<file path="config.mk">
export PLATFORM = sky130hd
export DESIGN_NAME = serial_adder
export DESIGN_NICKNAME = d
export VERILOG_FILES = /design/src/rtl/serial_adder_pkg.sv /design/src/rtl/serial_adder_full_adder_cell.sv /design/src/rtl/serial_adder.sv
export SDC_FILE = /design/constraint.sdc
export NUM_CORES = 1
export LEC_CHECK = 0
export CORE_UTILIZATION = 50
export DETAILED_ROUTE_END_ITERATION = 10
export PLACE_DENSITY = 0.8
export SLEW_MARGIN = 20
export SYNTH_ARGS = -nofsm -noshare
export SYNTH_HDL_FRONTEND = slang
export SYNTH_SLANG_ARGS = --single-unit
</file>
<file path="constraint.sdc">
create_clock -name clk -period 2 [get_ports clk]
set_input_delay 0.4 -clock clk [delete_from_list [all_inputs] [get_ports clk]]
set_output_delay 0.4 -clock clk [all_outputs]
set_load 0.05 [all_outputs]
</file>
<file path="src/rtl/serial_adder_pkg.sv">
// serial_adder_pkg: FSM state type and counter-width helper for serial_adder
package serial_adder_pkg;
  typedef enum logic [1:0] {IDLE, RUN, DONE} state_t;
  function automatic int cnt_w(input int w);
    return (w < 2) ? 1 : $clog2(w);
  endfunction
endpackage

</file>
<file path="src/rtl/serial_adder_full_adder_cell.sv">
// full_adder_cell: single-bit full adder from two half-adder stages and an OR
module full_adder_cell (
  input  logic a,
  input  logic b,
  input  logic cin,
  output logic s,
  output logic cout
);
  logic s1, c1, c2;
  assign s1   = a ^ b;
  assign c1   = a & b;
  assign s    = s1 ^ cin;
  assign c2   = s1 & cin;
  assign cout = c1 | c2;
endmodule

</file>
<file path="src/rtl/serial_adder.sv">
// serial_adder: bit-serial LSB-first adder with valid/ready handshakes; SERIAL_ADDER_SUB_EN adds a subtract port
module serial_adder
  import serial_adder_pkg::*;
#(
  parameter int WIDTH = 4
) (
  input  logic             clk,
  input  logic             rst,
`ifdef SERIAL_ADDER_SUB_EN
  input  logic             sub,
`endif
  input  logic             in_valid,
  output logic             in_ready,
  input  logic [WIDTH-1:0] A,
  input  logic [WIDTH-1:0] B,
  output logic             out_valid,
  input  logic             out_ready,
  output logic [WIDTH-1:0] Sum,
  output logic             Carry
);
  localparam int CNT_W = cnt_w(WIDTH);
  state_t state, state_nx;
  logic [WIDTH-1:0] a_sh, b_sh;
  logic [CNT_W-1:0] cnt;
  logic c_reg, b_in, fa_s, fa_c, last, accept;
`ifdef SERIAL_ADDER_SUB_EN
  logic sub_r;
  always_ff @(posedge clk)
    if (rst) sub_r <= 1'b0;
    else if (accept) sub_r <= sub;
  assign b_in = b_sh[0] ^ sub_r;
  wire sub_start = sub;
`else
  assign b_in = b_sh[0];
  wire sub_start = 1'b0;
`endif
  full_adder_cell u_fa (.a(a_sh[0]), .b(b_in), .cin(c_reg), .s(fa_s), .cout(fa_c));
  assign in_ready  = state == IDLE;
  assign out_valid = state == DONE;
  assign accept    = in_ready && in_valid;
  assign last      = cnt == CNT_W'(WIDTH - 1);
  always_comb begin
    state_nx = state;
    state_nx = (state == IDLE) ? (in_valid ? RUN : IDLE) :
               (state == RUN)  ? (last ? DONE : RUN) :
               (state == DONE) ? (out_ready ? IDLE : DONE) : IDLE;
  end
  always_ff @(posedge clk) begin
    if (rst) begin
      state <= IDLE;
      a_sh  <= '0;
      b_sh  <= '0;
      cnt   <= '0;
      c_reg <= 1'b0;
      Sum   <= '0;
      Carry <= 1'b0;
    end else begin
      state <= state_nx;
      if (accept) begin
        a_sh  <= A;
        b_sh  <= B;
        cnt   <= '0;
        c_reg <= sub_start;
      end else if (state == RUN) begin
        a_sh  <= a_sh >> 1;
        b_sh  <= b_sh >> 1;
        cnt   <= cnt + CNT_W'(1);
        c_reg <= fa_c;
        Sum   <= {fa_s, Sum[WIDTH-1:1]};
        if (last) Carry <= fa_c;
      end
    end
  end
endmodule
</file>
* Word level (Yosys, flattened, before mapping)
Index checks and enable logic that the tools add are counted.
** Word-level totals
- Word-level logic and storage cells :: 33
- Input port bits :: 12
- Flip-flop bits (word level) :: 18
- Memory bits (writable) :: 0
- Bits in latches :: 0
- Memory bits (read-only) :: 0
- Memories kept :: 0
** Cells by class
- Reductions and logical operators :: 6
- Bitwise operators :: 6
- Divide/modulo/power cells :: 0
- $mul :: 0
- Equality and inequality tests :: 3
- Multiplexer cells :: 10
- Add/subtract/negate cells :: 1
- $lt $le $gt $ge :: 0
- Shift-type cells :: 0
** Operators with widths (count)
- $mux W4 :: 4
- $mux W2 :: 5
- $eq A2 B2 Y1 const B :: 2
- $reduce_and A3 Y1 :: 1
- $add A2 B1 Y2 const B :: 1
- $and A1 B1 Y1 :: 2
- $eq A2 B1 Y1 const B :: 1
- $logic_not A2 Y1 :: 1
- $reduce_and A2 Y1 :: 1
- $reduce_bool A2 Y1 :: 1
- $reduce_or A2 Y1 :: 1
- $xor A1 B1 Y1 :: 2
- $logic_and A1 B1 Y1 :: 1
- $mux W1 :: 1
- $not A1 Y1 :: 1
- $or A1 B1 Y1 :: 1

* Longest topological paths before layout
Gate-level depths: netlist of run 1.
- Depth after elaboration :: 4
- Depth in mapped cells :: 5
- Depth with buffers taken out :: 4

* Cells and area by module
A second synthesis of run 1 with hierarchy kept.
** Second synthesis, totals
- Cell total of the unflattened synthesis :: 93
- Area total of the unflattened synthesis :: 845.8 um2
** By module, submodules not included
- serial_adder :: seq. area each 360.3 um2, instances 1, cells an instance 92, area an instance 825.8 um2
- full_adder_cell :: seq. area each 0.0 um2, instances 1, cells an instance 1, area an instance 20.0 um2

* Worst setup path after synthesis of run 1
No wires, ideal clock.
- Path type :: register -> output
- Start point :: register state[1]
- End point :: output port out_valid
- Arrival time :: 1174 ps
- Required time :: 1600 ps
- Slack :: 426 ps
- Cell stages (with the launch flop) :: 3
- Cells stage by stage :: dfxtp_1 -> buf_6 -> nor2b_1
** On the way
- Word-level cells in the longest chain between the ends :: 1
** RTL lines
- start, declared :: RTL line serial_adder.sv:22 : state_t state, state_nx;
- start signal, assigned :: RTL line serial_adder.sv:58 : state <= state_nx;
- $eq A2 B2 Y1 :: RTL line serial_adder.sv:39 : assign out_valid = state == DONE;
- end, declared :: RTL line serial_adder.sv:16 : output logic out_valid,
No other way between the ends.

* Final worst setup path of run 1
- Start point :: register Sum[2]
- End point :: output port Sum[2]
** RTL lines
- start, declared :: RTL line serial_adder.sv:18 : output logic [WIDTH-1:0] Sum,
- start signal, assigned :: RTL line serial_adder.sv:69 : Sum <= {fa_s, Sum[WIDTH-1:1]};
No word-level cell between the ends.

==> summary.txt, run 1 <==
Worst setup path
  – Crit path from: Sum[2]
  – Worst Path Buf+Inv: 1
  – RR Endpoint: b_sh[1]
  – Crit-path leading delay family: buffers and inverters
  – Crit-path max FO: 3
  – Critical Path, Cell by Cell: clkdlybuf4s50_1
  – R2R cell count: 3
  – Critical path's slowest cell: clkdlybuf4s50_1
  – Max incr delay on CP: 0.81 ns
  – Critical path class: flip-flop to primary output
  – FF-to-FF setup slack: 0.56 ns
  – Arr. time, crit path: 1.49 ns
  – CP startpoint kind: flip-flop
  – CP Capture Type: primary output
  – Req. time, crit path: 1.60 ns
  – FF-to-FF Start: state[1]

Drt
  – DR top layer: met4
  – Routed wl met2: 745 um
  – Vias: 656
  – DR WL met3: ~50 um
  – Residual DRC: 0
  – Iter 0 DRT Violations: 3
  – Pre-antenna DRT Iters: 4
  – Vias per Instance: 5.421
  – DRT antenna net count: 0
  – Final wirelength: between 1500 and 2000 um
  – Drt wl/cell: between 10 and 15 um
  – DRT met1 WL: 692 um

Clocking
  – TritonCTS buffer count: 3
  – CTS tree: yes
  – CTS Root Cell: clkbuf_4
  – Postcts setup bufs: 0
  – Hold buffers post-CTS: 0
  – Clk sink count: 18
  – CTS resizes: 0
  – H-tree levels: 1
  – Register clock-pin slew on the reported worst setup and hold paths: around 0.10 ns
  – Clk buf depth: 2
  – Clk Latency, worst-skew pair: ~0.3 ns

GRT
  – First-pass GRT wire length: 2615 um
  – GRT overflow: 0
  – Largest net degree at the start of global routing: 19
  – Vias in the first global route: 599
  – Overall Global Routing Usage: 20.53%
  – Antenna violations before repair: 0

Synth
  – Multiplexer share of the synthesized area: approximately 2.5%
  – Syn Nets: 104
  – Post-synth design cell area: roughly 790 sq um
  – Synth warn: 0
  – Simple-gate share of the synthesized area: 22.99%
  – Synth unique cells: 26
  – Synth Area in XOR/XNOR: 1.102%
  – Syn avg cell area: 8.828 sq um
  – Seq cells post-synth: 18
  – Compound-Gate Fraction of Synth Area: 17.17%
  – Adder-cell area share of the yosys netlist: roughly 4.1%
  – Sequential element share of the synthesized area: 45.35%
  – Main combinational cell family by area after synthesis: simple AND/OR/NAND/NOR gates
  – Syn Inst Count: 90

Timing
  – Fin crit share: 94.45%
  – Slew @ Worst Pin: 0.6713 ns
  – Final hold violation count: 0
  – Final WS setup: 0.1111 ns
  – Worst clock skew: between 0.001 and 0.0015 ns
  – Endpoints failing setup: 0
  – Unrepaired setup endpoints after global routing: false
  – Final TNS setup: 0 ns
  – Fmax: 529.4 MHz
  – Worst rel slew slack: a little under three fifths
  – Max Slew Vio Count: 0
  – Minimum clock period: 1.889 ns

Layout
  – Number of fill cells in the layout: about 130
  – Finished Layout Cells: ~120
  – Fin area: 979.7 sq um
  – N_diodes: 0
  – Share of layout cells above drive strength 1: between 8 and 9%
  – Top Registers: Sum: 4 flops, a_sh: 4 flops, b_sh: 4 flops
  – Fin nets: 120
  – Synth-to-Final Area Change: 23.31%

Run status
  – Status: finished clean

Floorplan
  – Ports: 19
  – Die Y: approximately 42 um
  – Core area: 1489 sq um
  – Initial Util: roughly 53%
  – DIE AREA: about 1800 sq um
  – Row count: 14
  – Die extent in x: 41.86 um

Pwr
  – Overall Power: approximately 0.00074 W
  – Pwr Density: 758.5 nW/um^2
  – Peak supply drop: roughly 0.00053 V
  – Leakage: 0.3658 nW

Placed design
  – Placement-stage cell area: 943.4 sq um
  – Post-DP HPWL: 1082 um
  – Gp weighted congestion: 0.7126
  – Cells after DPL: 117
  – Buffers added on ports: 18
  – Place WS: 0.2562 ns

Worst hold path
  – Hold Path End: Carry
  – Hold path cells: 2
  – HP Start: Carry
  – Hold Crit Class: flip-flop to flip-flop

Run
  – Max Cap Viol: 0
Yosys cell counts:
| library cell | count | area (sq um) |
|---|---|---|
| nor3_1 | 3 | 15.01 |
| nand2b_1 | 3 | 18.77 |
| and2b_1 | 1 | 7.510 |
| a211oi_1 | 6 | 45.04 |
| nand3b_1 | 1 | 7.510 |
| a21oi_1 | 11 | 55.05 |
| buf_4 | 3 | 22.52 |
| nor3b_4 | 1 | 18.77 |
| fa_1 | 1 | 20.02 |
| nor2b_1 | 1 | 6.260 |
| nor2_2 | 1 | 6.260 |
| o21a_1 | 1 | 7.510 |
| dfxtp_1 | 18 | 360.4 |
| or3b_1 | 1 | 8.760 |
| nand3_1 | 3 | 15.01 |
| buf_6 | 1 | 11.26 |
| nand2_1 | 14 | 52.55 |
| xnor2_1 | 1 | 8.760 |
| clkbuf_1 | 2 | 7.510 |
| o21ba_2 | 1 | 10.01 |
| mux2i_1 | 2 | 20.02 |
| nor2_1 | 7 | 26.28 |
| ha_1 | 1 | 12.51 |
| inv_1 | 2 | 7.510 |
| buf_2 | 1 | 5.000 |
| o22ai_1 | 3 | 18.77 |
layer usage:
metal,vias to the layer above,global-route usage [%]
met5,-,0
met4,0,15.48
met1,303,22.99
li1,337,-
met3,5,5.217
met2,11,33.13
worst min-delay path: stages (launching register included):
cell,delay [ns]
dfxtp_1,0.32
nand2_1,0.05
a21oi_1,0.05
power by group:
group | leakage [nW] | internal, W | switching [W] | total (W)
sequential | 0.147 | 0.000379 | 0.0000172 | 0.000396
clock | 0.0210 | 0.000111 | 0.000118 | 0.000229
combinational | 0.198 | 0.0000559 | 0.0000623 | 0.000118
total | 0.366 | 0.000546 | 0.000197 | 0.000743
through the flow:
step / hold slack (ns) / utilization [%]
5_1_grt: 0.4888 / 65.80
6_report: 0.4662 / 65.80
3_5_place_dp: 0.4529 / 63.36
3_3_place_gp: 0.4456 / 63.36
4_1_cts: 0.4676 / 65.80
2_1_floorplan: 0.4370 / -
layout by cell type, fill, tap and decap left out, drive strengths merged:
master,Yosys,layout
buf,5,2
clkbuf,2,4
clkdlybuf4s50,0,16
inv,2,2
nand3,3,3
a211oi,6,6
o22ai,3,3
nand3b,1,1
o21a,1,1
a21oi,11,11
fa,1,1
nor2b,1,1
dfxtp,18,18
nand2,14,14
nor3b,1,1
nor3,3,3
mux2i,2,2
ha,1,1
nor2,8,8
xnor2,1,1
or3b,1,1
and2b,1,1
o21ba,1,1
nand2b,3,3
how the worst max path moves through the flow:
stage | endpoint | slack [ns] | cells past startpoint
after floorplan | out_valid | 0.43 | 2
after global placement | b_sh[3] | 0.30 | 4
after detailed placement | b_sh[3] | 0.26 | 4
after CTS | Sum[2] | 0.09 | 1
after global routing | Sum[2] | 0.05 | 1
final | Sum[2] | 0.11 | 1
area by class of cell:
| type | instances | area, sq um | area share [%] |
|---|---|---|---|
| sequential | 18 | 360.3 | 36.78 |
| inverter | 2 | 7.507 | 0.7663 |
| tap | 16 | 20.02 | 2.043 |
| timing repair buffer | 18 | 175.2 | 17.88 |
| multi-input combinational | 63 | 380.4 | 38.83 |
| clock buffer | 4 | 36.28 | 3.704 |
cell families after synthesis:
group                    count (synthesis)
AND/OR/NAND/NOR                         36
AO/OA/AOI/OAI                           22
flip-flops                              18
buffers and inverters                    9
multiplexers                             2
adder cells (fa/ha/maj)                  2
XOR/XNOR                                 1
Note: power is estimated with default switching activity, not from simulation.
==> inputs of run 2 (changes only) <==
--- a/config.mk
+++ b/config.mk
@@ -5,9 +5,11 @@
 export SDC_FILE = /design/constraint.sdc
 export NUM_CORES = 1
 export LEC_CHECK = 0
-export CORE_UTILIZATION = 50
+export CELL_PAD_IN_SITES_DETAIL_PLACEMENT = 1
+export CELL_PAD_IN_SITES_GLOBAL_PLACEMENT = 1
+export CORE_UTILIZATION = 37
 export DETAILED_ROUTE_END_ITERATION = 10
-export PLACE_DENSITY = 0.8
+export PLACE_DENSITY_LB_ADDON = 0.1
 export SLEW_MARGIN = 20
 export SYNTH_ARGS = -nofsm -noshare
 export SYNTH_HDL_FRONTEND = slang
==> run 2 against run 1 <==
  * Critical path depth unchanged
  * First-iteration DRC count increased by 130%
  * Clock power decreased by 21%
  * Sequential share of layout area decreased by 0.74 points
==> summary.txt, run 2 (synthesized netlist as in run 1, its figures left out) <==
Clocking
  – Register clock-pin slew on the reported worst setup and hold paths: approximately 0.10 ns
  – Clk Latency, worst-skew pair: 0.29 ns
  – CTS tree: yes
  – Postcts setup bufs: 0
  – Clk buf depth: 2
  – H-tree levels: 1
  – Clk sink count: 18
  – Hold buffers post-CTS: 0
  – TritonCTS buffer count: 3
  – CTS resizes: 0
  – CTS Root Cell: clkbuf_4

Timing
  – Endpoints failing setup: 0
  – Final TNS setup: 0 ns
  – Fin crit share: 93.35%
  – Final WS setup: 0.1331 ns
  – Minimum clock period: 1.867 ns
  – Slew @ Worst Pin: 0.4969 ns
  – Unrepaired setup endpoints after global routing: false
  – Fmax: 535.6 MHz
  – Final hold violation count: 0
  – Max Slew Vio Count: 0
  – Worst rel slew slack: 66.77%
  – Worst clock skew: ~0.0026 ns

Floorplan
  – Die extent in x: 48.34 um
  – Core area: roughly 2000 sq um
  – DIE AREA: 2337 sq um
  – Row count: 16
  – Die Y: 48.34 um
  – Ports: 19
  – Initial Util: 40.09%

Drt
  – Vias: 661
  – Drt wl/cell: 12.99 um
  – Vias per Instance: around 5
  – Pre-antenna DRT Iters: 3
  – Residual DRC: 0
  – Final wirelength: 1715 um
  – DRT antenna net count: 0
  – Iter 0 DRT Violations: 7

GRT
  – Antenna violations before repair: 0
  – Vias in the first global route: 632
  – GRT overflow: 0
  – Overall Global Routing Usage: 16.74%
  – Largest net degree at the start of global routing: 19
  – First-pass GRT wire length: 2946 um

Worst setup path
  – CP Capture Type: primary output
  – Req. time, crit path: 1.60 ns
  – Critical Path, Cell by Cell: clkdlybuf4s50_1
  – Max incr delay on CP: 0.81 ns
  – Critical path class: flip-flop to primary output
  – CP startpoint kind: flip-flop
  – Arr. time, crit path: 1.47 ns
  – Worst Path Buf+Inv: 1
  – Crit-path leading delay family: buffers and inverters
  – Critical path's slowest cell: clkdlybuf4s50_1
  – Crit path from: Sum[3]
  – Crit-path max FO: 3
  – FF-to-FF Start: state[1]

Layout
  – N_diodes: 0
  – Share of layout cells above drive strength 1: 8.571%
  – Synth-to-Final Area Change: 25.83%
  – Fin nets: between 100 and 150
  – Most common cell after layout, fill and taps aside: dfxtp_1
  – Fin area: 999.7 sq um
  – Commonest cells after routing, fill and taps aside: 18 x dfxtp_1, 16 x clkdlybuf4s50_1, 14 x nand2_1
  – Finished Layout Cells: about 130
  – Top Registers: Sum: 4 flops, a_sh: 4 flops, b_sh: 4 flops
  – Final Util: 50.44%

Run
  – Max Cap Viol: 0

Placed design
  – Cells after DPL: 129
  – Place WS: 0.2581 ns
  – Post-DP HPWL: 1235 um
  – Gp weighted congestion: 0.6792
  – Placement-stage cell area: 977.2 sq um
  – Buffers added on ports: 18

Run status
  – Status: finished clean

Worst hold path
  – Hold Crit Class: flip-flop to flip-flop
  – HP Start: Sum[0]

Pwr
  – Leakage: 0.3661 nW
  – Peak supply drop: 0.0004264 V
  – Pwr Density: between 600 and 700 nW/um^2
[run 2: changes by cell type in the layout (fill, tap and decap cells not counted)]
| cell | change |
|---|---|
| buf_12 | +1 |
| clkbuf_8 | -1 |
[run 2: through the flow]
step           total power [W]  hold WS [ns]
2_1_floorplan        0.0004861        0.4370
3_3_place_gp         0.0005246        0.4449
3_5_place_dp         0.0005272        0.4486
4_1_cts              0.0007082        0.4597
5_1_grt              0.0007396        0.4941
6_report             0.0006982        0.4586
[run 2: metal layers]
layer	track usage (%)	up-vias	part of all wire, %
li1	-	337	-
met1	21.81	304	48
met2	25.82	15	47
met3	3.774	5	3.4
met4	8.824	0	2.0
met5	0	-	0
[run 2: power by group]
| group | switching, W | internal, W | total (W) |
|---|---|---|---|
| Combinational | 0.0000645 | 0.0000571 | 0.000122 |
| Clock | 0.000110 | 0.0000702 | 0.000180 |
| Sequential | 0.0000174 | 0.000379 | 0.000396 |
[run 2: area by class of cell]
cell class,instances,area [sq um]
fill,232,982.2
multi-input combinational,63,380.4
sequential,18,360.3
timing repair buffer,19,195.2
tap,27,33.78
clock buffer,3,22.52
inverter,2,7.507
[run 2: path summary, 6_finish.rpt]
check                              end  slack [ns]  depth (start not counted)
worst max register to register  cnt[1]        0.51                          3
worst min-delay path            Sum[0]        0.46                          2
worst min register to register  Sum[0]        0.46                          2
worst max-delay path            Sum[3]        0.13                          1
